[src/rtl/mips_core_pkg.sv]
// Shared core types: ALU control codes, branch outcome and datapath width.
package mips_core_pkg;

  localparam int unsigned DATA_WIDTH = 32;
  localparam int unsigned ALU_CTL_W  = 5;

  typedef enum logic [ALU_CTL_W-1:0] {
    NOP       = 5'd0,
    ADD       = 5'd1,
    ADDU      = 5'd2,
    SUB       = 5'd3,
    SUBU      = 5'd4,
    AND       = 5'd5,
    OR        = 5'd6,
    XOR       = 5'd7,
    NOR       = 5'd8,
    SLL       = 5'd9,
    SRL       = 5'd10,
    SRA       = 5'd11,
    SLT       = 5'd12,
    SLTU      = 5'd13,
    MTC0_NOOP = 5'd14,
    MTC0_PASS = 5'd15,
    MTC0_FAIL = 5'd16,
    MTC0_DONE = 5'd17,
    BA        = 5'd18,
    BEQ       = 5'd19,
    BNE       = 5'd20,
    BLEZ      = 5'd21,
    BGTZ      = 5'd22,
    BGEZ      = 5'd23,
    BLTZ      = 5'd24
  } alu_ctl_t;

  typedef enum logic {
    NOT_TAKEN = 1'b0,
    TAKEN     = 1'b1
  } branch_outcome_t;

  // True for the control codes that can update the test-completion flags
  function automatic logic is_mtc0_report(input alu_ctl_t ctl);
    return (ctl == MTC0_PASS) || (ctl == MTC0_FAIL) || (ctl == MTC0_DONE);
  endfunction

endpackage

[src/rtl/mips_alu_ifc.sv]
// ALU request, ALU response and pass/done flag bundles.
interface alu_input_ifc #(
  parameter int unsigned DATA_WIDTH = mips_core_pkg::DATA_WIDTH
);
  logic                           valid;
  mips_core_pkg::alu_ctl_t        alu_ctl;
  logic [DATA_WIDTH-1:0]          op1;
  logic [DATA_WIDTH-1:0]          op2;

  modport in  (input  valid, alu_ctl, op1, op2);
  modport out (output valid, alu_ctl, op1, op2);
endinterface

interface alu_output_ifc #(
  parameter int unsigned DATA_WIDTH = mips_core_pkg::DATA_WIDTH
);
  logic                           valid;
  logic [DATA_WIDTH-1:0]          result;
  mips_core_pkg::branch_outcome_t branch_outcome;

  modport in  (input  valid, result, branch_outcome);
  modport out (output valid, result, branch_outcome);
endinterface

interface pass_done_ifc;
  logic done;
  logic pass;

  modport in  (input  done, pass);
  modport out (output done, pass);
endinterface

[src/rtl/mips_alu_pass_done_reg.sv]
// Sticky test-completion flags: the first reported outcome wins until reset.
module mips_alu_pass_done_reg
  import mips_core_pkg::*;
(
  input  logic     clk,
  input  logic     rst_n,
  input  logic     valid,
  input  alu_ctl_t alu_ctl,
  output logic     done,
  output logic     pass
);

  // Latch the first valid MTC0 report; once done is set the flags freeze
  always_ff @(posedge clk or negedge rst_n) begin
    if (!rst_n) begin
      done <= 1'b0;
      pass <= 1'b0;
    end else if (valid && !done && is_mtc0_report(alu_ctl)) begin
      done <= 1'b1;
      if (alu_ctl == MTC0_PASS) begin
        pass <= 1'b1;
      end else if (alu_ctl == MTC0_FAIL) begin
        pass <= 1'b0;
      end
    end
  end

endmodule

[src/rtl/mips_alu.sv]
// EX-stage ALU: same-cycle arithmetic/logic/branch resolution plus sticky pass/done flags.
module mips_alu #(
  parameter int unsigned DATA_WIDTH = mips_core_pkg::DATA_WIDTH
) (
  input  logic             clk,
  input  logic             rst_n,
  alu_input_ifc.in         in,
  alu_output_ifc.out       out,
  pass_done_ifc.out        pass_done
);

  localparam int unsigned SHAMT_W = $clog2(DATA_WIDTH);

  logic [DATA_WIDTH-1:0]          result_c;
  mips_core_pkg::branch_outcome_t branch_c;
  logic [SHAMT_W-1:0]             shamt;
  logic signed [DATA_WIDTH-1:0]   op1_s;
  logic signed [DATA_WIDTH-1:0]   op2_s;
  logic signed [DATA_WIDTH-1:0]   sra_c;
  logic                           op1_neg;
  logic                           op1_zero;
  logic                           done;
  logic                           pass;

  assign shamt    = in.op1[SHAMT_W-1:0];
  assign op1_s    = in.op1;
  assign op2_s    = in.op2;
  assign op1_neg  = in.op1[DATA_WIDTH-1];
  assign op1_zero = (in.op1 == '0);

  // Datapath: result and branch decision from the current request
  always_comb begin
    result_c = '0;
    branch_c = mips_core_pkg::NOT_TAKEN;
    sra_c    = op2_s >>> shamt;
    if (in.valid) begin
      unique case (in.alu_ctl)
        mips_core_pkg::ADD,
        mips_core_pkg::ADDU: result_c = in.op1 + in.op2;
        mips_core_pkg::SUB,
        mips_core_pkg::SUBU: result_c = in.op1 - in.op2;
        mips_core_pkg::AND:  result_c = in.op1 & in.op2;
        mips_core_pkg::OR:   result_c = in.op1 | in.op2;
        mips_core_pkg::XOR:  result_c = in.op1 ^ in.op2;
        mips_core_pkg::NOR:  result_c = ~(in.op1 | in.op2);
        mips_core_pkg::SLL:  result_c = in.op2 << shamt;
        mips_core_pkg::SRL:  result_c = in.op2 >> shamt;
        mips_core_pkg::SRA:  result_c = sra_c;
        mips_core_pkg::SLT:  result_c = DATA_WIDTH'(op1_s < op2_s);
        mips_core_pkg::SLTU: result_c = DATA_WIDTH'(in.op1 < in.op2);
        mips_core_pkg::BA:   branch_c = mips_core_pkg::TAKEN;
        mips_core_pkg::BEQ:  if (in.op1 == in.op2) branch_c = mips_core_pkg::TAKEN;
        mips_core_pkg::BNE:  if (in.op1 != in.op2) branch_c = mips_core_pkg::TAKEN;
        mips_core_pkg::BLEZ: if (op1_neg || op1_zero) branch_c = mips_core_pkg::TAKEN;
        mips_core_pkg::BGTZ: if (!op1_neg && !op1_zero) branch_c = mips_core_pkg::TAKEN;
        mips_core_pkg::BGEZ: if (!op1_neg) branch_c = mips_core_pkg::TAKEN;
        mips_core_pkg::BLTZ: if (op1_neg) branch_c = mips_core_pkg::TAKEN;
        default: begin
          result_c = '0;
          branch_c = mips_core_pkg::NOT_TAKEN;
        end
      endcase
    end
  end

  assign out.valid          = in.valid;
  assign out.result         = result_c;
  assign out.branch_outcome = branch_c;

  mips_alu_pass_done_reg u_pass_done_reg (
    .clk     (clk),
    .rst_n   (rst_n),
    .valid   (in.valid),
    .alu_ctl (in.alu_ctl),
    .done    (done),
    .pass    (pass)
  );

  assign pass_done.done = done;
  assign pass_done.pass = pass;

endmodule

[src/flat_wrapper.sv]
// flat-port wrapper written by rule: the top's interface ports become plain ports
module mips_alu_flat 
#(
  parameter int unsigned DATA_WIDTH = mips_core_pkg::DATA_WIDTH
)
  (clk, rst_n, in_valid, in_alu_ctl, in_op1, in_op2, out_valid, out_result, out_branch_outcome, pass_done_done, pass_done_pass);
  alu_input_ifc #(.DATA_WIDTH(DATA_WIDTH)) in_i ();
  alu_output_ifc #(.DATA_WIDTH(DATA_WIDTH)) out_i ();
  pass_done_ifc pass_done_i ();
  input  logic clk;
  input  logic rst_n;
  input wire logic [$bits(in_i.valid)-1:0] in_valid;
  input wire logic [$bits(in_i.alu_ctl)-1:0] in_alu_ctl;
  input wire logic [$bits(in_i.op1)-1:0] in_op1;
  input wire logic [$bits(in_i.op2)-1:0] in_op2;
  output wire logic [$bits(out_i.valid)-1:0] out_valid;
  output wire logic [$bits(out_i.result)-1:0] out_result;
  output wire logic [$bits(out_i.branch_outcome)-1:0] out_branch_outcome;
  output wire logic [$bits(pass_done_i.done)-1:0] pass_done_done;
  output wire logic [$bits(pass_done_i.pass)-1:0] pass_done_pass;
  assign in_i.valid = in_valid;
  assign in_i.alu_ctl = in_alu_ctl;
  assign in_i.op1 = in_op1;
  assign in_i.op2 = in_op2;
  assign out_valid = out_i.valid;
  assign out_result = out_i.result;
  assign out_branch_outcome = out_i.branch_outcome;
  assign pass_done_done = pass_done_i.done;
  assign pass_done_pass = pass_done_i.pass;
  mips_alu #(.DATA_WIDTH(DATA_WIDTH)) u_core (.clk(clk), .rst_n(rst_n), .in(in_i), .out(out_i), .pass_done(pass_done_i));
endmodule
[config.mk]
export PLATFORM = sky130hd
export DESIGN_NAME = mips_alu_flat
export DESIGN_NICKNAME = d
export VERILOG_FILES = /design/src/rtl/mips_core_pkg.sv /design/src/rtl/mips_alu_ifc.sv /design/src/rtl/mips_alu_pass_done_reg.sv /design/src/rtl/mips_alu.sv /design/src/flat_wrapper.sv
export SDC_FILE = /design/constraint.sdc
export NUM_CORES = 1
export LEC_CHECK = 0
export BUFFER_PORTS_ARGS = -buffer_cell sky130_fd_sc_hd__buf_2
export CORE_MARGIN = 2
export CORE_UTILIZATION = 47
export DETAILED_ROUTE_END_ITERATION = 10
export PLACE_DENSITY = 0.66
export SLEW_MARGIN = 20
export SYNTH_ARGS = -nofsm -noshare
export SYNTH_HDL_FRONTEND = slang
export SYNTH_SLANG_ARGS = --single-unit
[constraint.sdc]
create_clock -name clk -period 13.2 [get_ports clk]
set_input_delay 2.64 -clock clk [delete_from_list [all_inputs] [get_ports clk]]
set_output_delay 2.64 -clock clk [all_outputs]
set_load 0.01 [all_outputs]
==> impl_metrics.yaml <==
status:
  status: "completed"
place:
  io_buffers: 107
  place_area_sq_mm: 0.00987
  dp_slack_ns: 3.38
  place.gp.congestion: 1.04
  dp_hpwl_mm: 34.1
floorplanning:
  rows: 51
  core_area_sq_mm: 0.0195
  die_x_microns: 145
  dieArea_sq_mm: 0.0210
  chipHeight_microns: 145
  initial_core_util_pct: 47.9
  num_io_pins: 108
setup_path:
  r2r_setup_slack_ns: 12.28
  end_kind: "primary output"
  cp_max_fo: 78
  start_kind: "primary input"
  criticalPathCategory: "primary input to primary output"
  worstPathArrival_ns: 7.40
  crit_path_end: "out_result[31]"
  reg2reg_from: "u_core.u_pass_done_reg.done"
  rr_endpoint: "u_core.u_pass_done_reg.pass"
  worst-r2r-cell-count: 2
  required_ns: 10.56
  cp-startpoint: "in_op1[1]"
clocking:
  cts_sinks: 2
  cts_buffers: 3
  cts_root_buf: "clkbuf_16"
  postCtsSetupBuffers: 0
  clockBufferDepth: 2
  clk_pin_slew_ns: 0.03
  cts-htree-levels: 1
  cts_hold_buf: 0
  ctsResizeCount: 0
  cts_tree: "done"
  insertion_delay_ns: 0.22
final_layout:
  fin_area_sq_mm: 0.00995
  syn_to_final_growth_pct: 6.71
  layout-drive-gt1-share_pct: 12.6
  final-seq-area_sq_um: 50.0
  final_cell_mix: "174 x nor2_1, 136 x nand2_1, 108 x a21oi_1, 106 x o21ai_0, 106 x buf_2"
  layout_commonest_cell: "nor2_1"
  multi_input_area_sq_mm: 0.00843
  fillCellCount: 2045
  antennaDiodeCount: 0
  nets: 1636
global_routing:
  antenna_found_initial: 0
  overflow: 0
  grt.total_usage_pct: 41.2
  grt_max_degree: 79
  grt_pass1_wl_mm: 65.6
  grt_pass1_vias: 10600
routing:
  drtPass1Iterations: 6
  via_per_inst: 6.93
  final_antenna_net_count: 0
  wirelength_mm: 44.5
  drc: 0
  wl_per_cell_microns: 25.8
  num_vias: 11900
  drtIter0Drc: 1467
timing:
  maxSlewViolCount: 0
  min_period_over_period_pct: 76.1
  setup_viol: 0
  hold_slack_ns: 0.538
  fmax_ghz: 0.0996
  rsz0062_at_grt: "false"
  fin_crit_ns: 10.04
  fin_skew_ns: 0.000670
  tns_ns: 0
  setup_slack_ns: 3.16
  slew_headroom_pct: 29.2
  finalHoldViolCount: 0
  worstMarginPinSlew_ns: 1.05
logic_synthesis:
  synth_edf_count: 0
  synth_top_flop_cell: "dfrtp_1"
  synthTopCellsByArea: "ha_1 14%, nor2_1 7.1%, mux2i_1 6.1%, a21oi_1 5.8%, o21ai_0 5.7%"
  syn_inst: 1445
  yosys.area.top_type: "ha_1"
  yosysWarnings: 0
  syn_avg_cell_area_sq_um: 6.46
  async_flop_share_pct: 100
  synthesis.area_sq_mm: 0.00933
  synth_cell_types: 80
  synth_seq_area_share_pct: 0.537
  synth_top_area_share_pct: 13.8
  ys_ff_latch: 2
  syn-num-nets: 1622
power:
  power_density_mw_per_mm2: 46.7
  power.leakage_uw: 0.00433
  peakVddDrop_mv: 0.0417
job:
  maxCapViolations: 0
hold_path:
  min_path_type: "flip-flop to flip-flop"
-- flip-flops by register name, indices dropped and copies added, names as in the netlist --
register / count
u_core.u_pass_done_reg.done: 1
u_core.u_pass_done_reg.pass: 1
-- layout make-up --
class                   instances  share of cell area, %
well taps                     265                   3.33
repair buffers                125                   6.76
clock buffers                   3                  0.754
inverters                     104                   3.92
flip-flops and latches          2                  0.503
multi-input cells            1223                   84.7
-- per-layer routing --
metal	global-route usage, %	vias up	wire length, microns
met5	0	-	0
met4	22.3	0	3010
met3	4.67	162	3990
met2	65.5	779	19300
met1	54.4	5549	18100
li1	-	5447	-
-- worst min path at each step --
stage                                           start                     endpoint  slack [ns]  depth (start not counted)
final                     u_core.u_pass_done_reg.done  u_core.u_pass_done_reg.done        0.54                          1
after global routing      u_core.u_pass_done_reg.done  u_core.u_pass_done_reg.done        0.59                          1
after CTS                 u_core.u_pass_done_reg.done  u_core.u_pass_done_reg.done        0.54                          1
after floorplan           u_core.u_pass_done_reg.done  u_core.u_pass_done_reg.done        0.56                          1
after global placement    u_core.u_pass_done_reg.done  u_core.u_pass_done_reg.done        0.53                          1
after detailed placement  u_core.u_pass_done_reg.done  u_core.u_pass_done_reg.done        0.52                          1
-- cells in the mapped netlist (all sizes together) (25+ instances only) --
master    n
o21ai   116
nor2    176
nor3     32
ha      103
a31oi    29
nand3    25
a221oi   33
nand2   136
a211oi   27
mux2i    57
inv     103
clkbuf   84
buf      32
a21oi   110
-- logic make-up after synthesis --
group	count (synthesis)	synth area share, %
AO/OA/AOI/OAI	527	38.3
flip-flops	2	0.537
AND/OR/NAND/NOR	482	23.6
multiplexers	92	12.4
adder cells (fa/ha/maj)	105	14.2
XOR/XNOR	17	1.60
buffers and inverters	220	9.34
-- power breakdown --
group          internal, uW  total (uW)  switching (uW)
Combinational           138         410             272
Clock                  38.6        46.4            7.78
Sequential             7.09        8.05           0.966
Total                   184         465             281
-- per-stage QoR --
step,util [%],total power (uW),cells
global placement,50.7,403,1719
global route,51.1,494,1722
CTS,51.1,451,1722
detailed placement,50.7,402,1719
floorplan,-,277,1445
finish,51.1,465,1722
-- critical path, stage by stage --
cell     delay, ns
buf_2         0.07
buf_4         0.66
inv_2         0.58
ha_1          0.51
nor2_1        0.12
nor2_1        0.06
o41ai_1       0.79
a21oi_1       0.40
o311a_1       0.50
o31ai_2       0.39
nand2_1       0.09
a211o_1       0.31
o31ai_1       0.07
buf_2         0.17
No activity file was read; power rests on OpenSTA's default activity.
